**src/rtl/aes256_ct_serializer.sv**
```systemverilog
// Ciphertext output stage: buffers up to DEPTH 128-bit blocks and streams them out OUT_W bits per beat.
// Optional po_last beat marker is built only when AES_SER_LAST_EN is defined.
module aes256_ct_serializer #(
   parameter int OUT_W     = 8,
   parameter int DEPTH     = 2,
   parameter int MSB_FIRST = 1
) (
   input  logic                    clk,
   input  logic                    rst,
   input  logic                    pi_blk_valid,
   input  logic [127:0]            pi_blk,
   output logic                    po_blk_ready,
   input  logic                    pi_flush,
   input  logic                    pi_next_val_req,
   output logic                    po_next_val_ready,
   output logic [OUT_W-1:0]        po_data,
   output logic [$clog2(DEPTH):0]  po_level
`ifdef AES_SER_LAST_EN
   ,output logic                   po_last
`endif
);

   localparam int BEATS = 128 / OUT_W;
   localparam int PW    = $clog2(DEPTH);
   localparam int LW    = PW + 1;
   localparam int BW    = (BEATS > 1) ? $clog2(BEATS) : 1;

   // Handshakes: a block moves when pi_blk_valid && po_blk_ready at a rising edge;
   // a beat moves when pi_next_val_req && po_next_val_ready at a rising edge.
   logic [127:0]     r_mem [DEPTH];
   logic [PW-1:0]    r_wptr;
   logic [PW-1:0]    r_rptr;
   logic [LW-1:0]    r_level;
   logic [BW-1:0]    r_beat;

   logic             w_push;
   logic             w_xfer;
   logic             w_last_beat;
   logic             w_pop;
   logic [127:0]     w_head;
   logic [6:0]       w_lo;
   logic [OUT_W-1:0] w_beat_sel;

   assign po_blk_ready      = (r_level != LW'(DEPTH));
   assign po_next_val_ready = (r_level != '0);
   assign w_push            = pi_blk_valid && po_blk_ready;
   assign w_xfer            = pi_next_val_req && po_next_val_ready;
   assign w_last_beat       = (r_beat == BW'(BEATS - 1));
   assign w_pop             = w_xfer && w_last_beat;
   assign w_head            = r_mem[r_rptr];

   always_comb begin
      w_lo = '0;
      if (MSB_FIRST != 0) begin
         w_lo = 7'((BEATS - 1 - int'(r_beat)) * OUT_W);
      end else begin
         w_lo = 7'(int'(r_beat) * OUT_W);
      end
      w_beat_sel = w_head[w_lo +: OUT_W];
   end

   assign po_data  = po_next_val_ready ? w_beat_sel : '0;
   assign po_level = r_level;

`ifdef AES_SER_LAST_EN
   assign po_last = po_next_val_ready && w_last_beat;
`endif

   // Storage is intentionally left unreset; the level counter guards every read.
   always_ff @(posedge clk) begin
      if (w_push && !pi_flush) begin
         r_mem[r_wptr] <= pi_blk;
      end
   end

   always_ff @(posedge clk or negedge rst) begin
      if (!rst) begin
         r_wptr  <= '0;
         r_rptr  <= '0;
         r_level <= '0;
         r_beat  <= '0;
      end else if (pi_flush) begin
         r_wptr  <= '0;
         r_rptr  <= '0;
         r_level <= '0;
         r_beat  <= '0;
      end else begin
         if (w_push) begin
            r_wptr <= r_wptr + 1'b1;
         end
         if (w_xfer) begin
            if (w_last_beat) begin
               r_beat <= '0;
               r_rptr <= r_rptr + 1'b1;
            end else begin
               r_beat <= r_beat + 1'b1;
            end
         end
         if (w_push && !w_pop) begin
            r_level <= r_level + 1'b1;
         end else if (!w_push && w_pop) begin
            r_level <= r_level - 1'b1;
         end
      end
   end

endmodule
```
**config.mk**
```make
export PLATFORM = sky130hd
export DESIGN_NAME = aes256_ct_serializer
export DESIGN_NICKNAME = d
export VERILOG_FILES = /design/src/rtl/aes256_ct_serializer.sv
export SDC_FILE = /design/constraint.sdc
export NUM_CORES = 1
export LEC_CHECK = 0
export ABC_AREA = 1
export CAP_MARGIN = 20
export CORE_ASPECT_RATIO = 1.5
export CORE_MARGIN = 3
export CORE_UTILIZATION = 30
export CTS_BUF_LIST = sky130_fd_sc_hd__clkbuf_2
export DETAILED_ROUTE_END_ITERATION = 8
export PLACE_DENSITY = 0.55
export SLEW_MARGIN = 15
export SYNTH_ARGS = -nofsm -noshare
export SYNTH_HDL_FRONTEND = slang
export SYNTH_SLANG_ARGS = --single-unit
export TNS_END_PERCENT = 10
```
**constraint.sdc**
```tcl
create_clock -name clk -period 15.7 [get_ports clk]
set_input_delay 4.71 -clock clk [delete_from_list [all_inputs] [get_ports clk]]
set_output_delay 4.71 -clock clk [all_outputs]
set_load 0.01 [all_outputs]
```
# ---- Word level (Yosys, flattened, before mapping)
# Memory sizes are Yosys's and may differ from the RTL's.
# Cells that the tools add are included.
dict set report op_classes {
  n_addsub 6
  eq_ne 2
  muxes 14
  reduce_logical 15
  n_shift 1
}
# op n
set op_table {}
lappend op_table {{128-bit by 8-bit indexed part select with 8-bit output} 1}
lappend op_table {{4-bit two-way mux} 3}
lappend op_table {{8-bit two-way mux} 1}
lappend op_table {{2-bit nonzero test} 4}
lappend op_table {{1-bit two-way mux} 7}
lappend op_table {{1-bit logical AND} 6}
lappend op_table {{2-bit two-way mux} 3}
lappend op_table {{4-bit by 1-bit adder with 4-bit output, second input constant} 1}
lappend op_table {{4-bit == test, second input constant} 1}
lappend op_table {{4-bit subtractor, first input constant} 1}
lappend op_table {{1-bit zero test} 3}
lappend op_table {{3-bit nonzero test} 1}
lappend op_table {{1-bit adder, second input constant} 2}
lappend op_table {{2-bit by 1-bit adder with 2-bit output, second input constant} 1}
lappend op_table {{2-bit inequality test, second input constant} 1}
lappend op_table {{2-bit AND reduction} 1}
lappend op_table {{2-bit by 1-bit subtractor with 2-bit output, second input constant} 1}
dict set report word_totals {
  ff_bits 8
  n_memories 1
  elab_cells 43
  out_inout_bits 12
  ram_bits 256
  input_bits 133
}
# name words width read_ports rd_clocked_by_memory_dff wr line
set memory_table {}
lappend memory_table {r_mem 2 128 1 0 1 30} ;# logic [127:0] r_mem [DEPTH];

# ---- Logic depth before layout (Yosys ltp)
dict set report depth {
  word_depth 7
  depth_mapped 11
}

# ---- Worst setup path after synthesis
# No wires, ideal clock.
dict set report synth_path {
  kind {in2reg}
  startpoint {input port pi_flush}
  endpoint {memory r_mem[1][0], enable pin}
  arrival_ps 10471
  stages 4
  setup_slack_ps 4613
  n_path_buf 1
  setup_time_ps 617
  cell_sequence {inv_1 -> clkbuf_1 -> nand2_1 -> nor2_1}
}
dict set report synth_via {
  elab_chain_cells 4
}
# item line
set synth_rtl {}
lappend synth_rtl {{start: declaration} 13} ;# input logic pi_flush,
lappend synth_rtl {{1-bit zero test} 71} ;# if (w_push && !pi_flush) begin
lappend synth_rtl {{1-bit logical AND} 71}
lappend synth_rtl {{1-bit two-way mux} 71}
lappend synth_rtl {{1-bit two-way mux (not written as such)} 72} ;# r_mem[r_wptr] <= pi_blk;
lappend synth_rtl {{end: declaration} 30}
# Every way passes these cells.

# ---- Final worst setup path
dict set report layout_path {
  startpoint {register r_rptr}
  endpoint {output port po_data[5]}
}
dict set report layout_via {
  elab_chain_cells 3
}
# item line
set layout_rtl {}
lappend layout_rtl {{start: declaration} 32} ;# logic [PW-1:0] r_rptr;
lappend layout_rtl {{start signal: assignment} 94} ;# r_rptr <= r_rptr + 1'b1;
lappend layout_rtl {{memory read 2 x 128 bit} -}
lappend layout_rtl {{128-bit by 8-bit indexed part select with 8-bit output} 59} ;# w_beat_sel = w_head[w_lo +: OUT_W];
lappend layout_rtl {{8-bit two-way mux} 62} ;# assign po_data = po_next_val_ready ? w_beat_sel : '0;
lappend layout_rtl {{end: declaration} 16} ;# output logic [OUT_W-1:0] po_data,
# Every way passes these cells.

==> flow_metrics.tcl <==
set metrics [dict create \
    run_status "finished clean" \
    final-seq-area_mm2 0.00789 \
    yosysSeqAreaShare_pct 73.8 \
    power.share.clock_pct 29.1 \
    avgRoutedWirePerCell_um 17.9 \
    power_switching_share_pct 26.7 \
    finClkSkew_ps 27.9 \
    r2r_cells 8 \
    synth_warnings 0 \
    finalPower_mw 1.45 \
    timing.critical_path.from "r_rptr" \
    initial_core_util_pct 30.4 \
    global_route.overflow_total 0 \
    die_w_um 160 \
    synthFlopType "sky130_fd_sc_hd__edfxtp_1" \
    clock_latency_ps 870 \
    asyncSetResetFlopFracSynth_pct 3.03 \
    syn_inst 905 \
    max-slew-margin-rel_pct 36.7 \
    detail_route.first_pass.iterations 5 \
    detail-route-antenna-nets 0 \
    pin_count_of_the_biggest_net_entering_global_routing 71 \
    place.port_buffers 144 \
    global_route.usage.total_pct 15.0 \
    placeable_core_region_mm2 0.0351 \
    fmax_ghz 0.109 \
    routed_wirelength_mm 28.5 \
    rrSetupSlack_ps 12720 \
    cts.hold.buffers_added 0 \
    cp_data_required_time_ps 10990 \
    holdCritPathClass "register to register" \
    ctsHtreeMaxLevel 2 \
    grt_setup_unrepaired "false" \
    timing.final.hold_violations 0 \
    share_of_layout_cells_above_drive_strength_1_pct 10.1 \
    final.fill_count 3539 \
    synth_enable_flop_cells 256 \
    synth.lib_cells_used.distinct 21 \
    cts_num_sinks 264 \
    timing.critical_path.to "po_data[5]" \
    worst_slew_pin_slew_ps 950 \
    power_switching_mw 0.387 \
    critical_path_class "register to primary output" \
    power-per-cell-area_mw_per_mm2 111 \
    setup_viol 0 \
    synth_seq_cells 264 \
    initial_antenna_violation_count 2 \
    post_cts_resize_count 0 \
    crit_arrival_ps 4460 \
    fp.dieArea_mm2 0.0380 \
    post-route-drc-count 0 \
    cts_tree "done" \
    critical_path_peak_fanout 68 \
    cellInternalPower_mw 1.06 \
    mostFrequentLayoutCell "sky130_fd_sc_hd__nand2_1" \
    cts.path.max_buffers 3 \
    avgSynthCellArea_um2 11.8 \
    power.static_leakage_nw 4.70 \
    dr_total_vias 7239 \
    initial_drc_count 417 \
    power.combinational.fraction_pct 13.4 \
    timing.final.crit_period_ps 9170 \
    routed_via_density 4.55 \
    dpl.hpwl_mm 18.5 \
    regToRegEndpoint "r_mem[0][2]" \
    die_y_um 237 \
    layout.nets 1201 \
    critical_path.reg2reg.startpoint "po_level[0]" \
    mostFrequentLayoutCells "sky130_fd_sc_hd__nand2_1, sky130_fd_sc_hd__edfxtp_1, sky130_fd_sc_hd__nand3_1, sky130_fd_sc_hd__clkdlybuf4s50_1, sky130_fd_sc_hd__clkbuf_2" \
    cts_setup_buffers 0 \
    first_global_vias 7593 \
    place.gp.congestion 0.760 \
    io_pins 145 \
    net_count_after_synthesis 1039 \
    multi_input_comb_area_mm2 0.00248 \
    area_delta_synth_final_pct 22.3 \
    setup-tns-final_ps 0 \
    power.sequential.fraction_pct 57.5 \
    cts_inserted_buffers 58 \
    std_cell_rows 84 \
    syn_area_mm2 0.0107 \
    crit_path_end_kind "primary output" \
    irDropWorstVdd_uv 39.8 \
    startpoint_type "register" \
    fin_crit_sh_pct 58.4 \
    maxCapViolations 0 \
    ctsRootBufferMaster "sky130_fd_sc_hd__clkbuf_2" \
    drv_slew 0 \
    grt_pass1_wl_mm 43.4 \
    clk_transition_reported_paths_ps 120 \
]
-- how the worst min path moves through the flow --
stage / start / endpoint / slack [ps] / cells past startpoint
after floorplan: r_wptr / r_wptr / 460 / 1
after CTS: r_wptr / r_wptr / 560 / 1
after global placement: r_wptr / r_wptr / 530 / 1
after detailed placement: r_wptr / r_wptr / 540 / 1
after global routing: r_wptr / r_wptr / 590 / 1
final: r_wptr / r_wptr / 560 / 1
-- power by group through the flow --
stage,registers [mW],logic [mW],clock network [mW]
2_1_floorplan,0.853,0.0972,0
3_3_place_gp,0.849,0.198,0
3_5_place_dp,0.850,0.199,0
4_1_cts,0.834,0.199,0.441
5_1_grt,0.837,0.215,0.479
6_report,0.833,0.195,0.421
-- cell usage after synthesis, types with 2 or more instances --
| cell | count | area share, % |
|---|---|---|
| sky130_fd_sc_hd__clkbuf_1 | 7 | 0.25 |
| sky130_fd_sc_hd__nand2_1 | 296 | 10 |
| sky130_fd_sc_hd__nand2_2 | 2 | 0.12 |
| sky130_fd_sc_hd__buf_2 | 27 | 1.3 |
| sky130_fd_sc_hd__inv_1 | 7 | 0.25 |
| sky130_fd_sc_hd__dfrtp_1 | 8 | 1.9 |
| sky130_fd_sc_hd__nor2_1 | 62 | 2.2 |
| sky130_fd_sc_hd__inv_2 | 4 | 0.14 |
| sky130_fd_sc_hd__o21ai_0 | 18 | 0.84 |
| sky130_fd_sc_hd__a21oi_1 | 26 | 1.2 |
| sky130_fd_sc_hd__buf_4 | 15 | 1.1 |
| sky130_fd_sc_hd__nand3_1 | 166 | 7.8 |
| sky130_fd_sc_hd__o21ai_1 | 4 | 0.19 |
| sky130_fd_sc_hd__edfxtp_1 | 256 | 72 |
-- stage by stage --
step                util, %  hold slack [ps]  instance area [µm²]  setup slack (ps)  instances
floorplan                 -              458                10700              4610        905
global placement       35.7              531                12500              7350       1480
detailed placement     35.7              540                12500              7340       1480
CTS                    37.2              555                13100              6320       1588
global route           37.2              586                13100              6040       1590
finish                 37.2              556                13100              6530       1590
-- registers in the layout (all words and copies together), names as in the netlist --
signal,count
r_mem,256
r_wptr,1
r_rptr,1
po_level,2
r_beat,4
-- layer usage --
metal | up-vias | GRT usage [%] | routed length (µm)
li1 | 3529 | - | -
met1 | 3437 | 16.2 | 10600
met2 | 213 | 27.7 | 15300
met3 | 60 | 3.09 | 1300
met4 | 0 | 7.61 | 1310
met5 | - | 0 | 0
-- kinds of logic (layout without fill, tap and decap cells) --
| logic type | count (synthesis) | in the layout | share of synthesized area (%) |
|---|---|---|---|
| simple gates | 529 | 529 | 20.7 |
| other cells | 0 | 2 | 0 |
| buf+inv | 62 | 272 | 3.09 |
| compound gates | 49 | 49 | 2.31 |
| fa+ha+maj | 1 | 1 | 0.117 |
| flops | 264 | 264 | 73.8 |
-- critical path, cell delays in order, from the launching register on --
cell and delay, ps:
sky130_fd_sc_hd__dfrtp_4 750, sky130_fd_sc_hd__inv_4 600, sky130_fd_sc_hd__buf_4 700, sky130_fd_sc_hd__nand2_1 110
sky130_fd_sc_hd__nand3_1 110, sky130_fd_sc_hd__nand3_1 90, sky130_fd_sc_hd__nand2_1 160, sky130_fd_sc_hd__nand2_1 60
sky130_fd_sc_hd__nand2_1 70, sky130_fd_sc_hd__nand2_1 50, sky130_fd_sc_hd__nor2_1 240, sky130_fd_sc_hd__clkdlybuf4s50_1 600
-- layout make-up --
class                           instances  share of cell area (%)
Antenna cell                            2                  0.0383
Clock buffer                           87                    3.33
Clock inverter                         21                   0.852
Inverter                               12                   0.364
Multi-Input combinational cell        579                    19.0
Sequential cell                       264                    60.4
Tap cell                              473                    4.53
Timing Repair Buffer                  152                    11.5
Power figures use the tool's default switching activity.
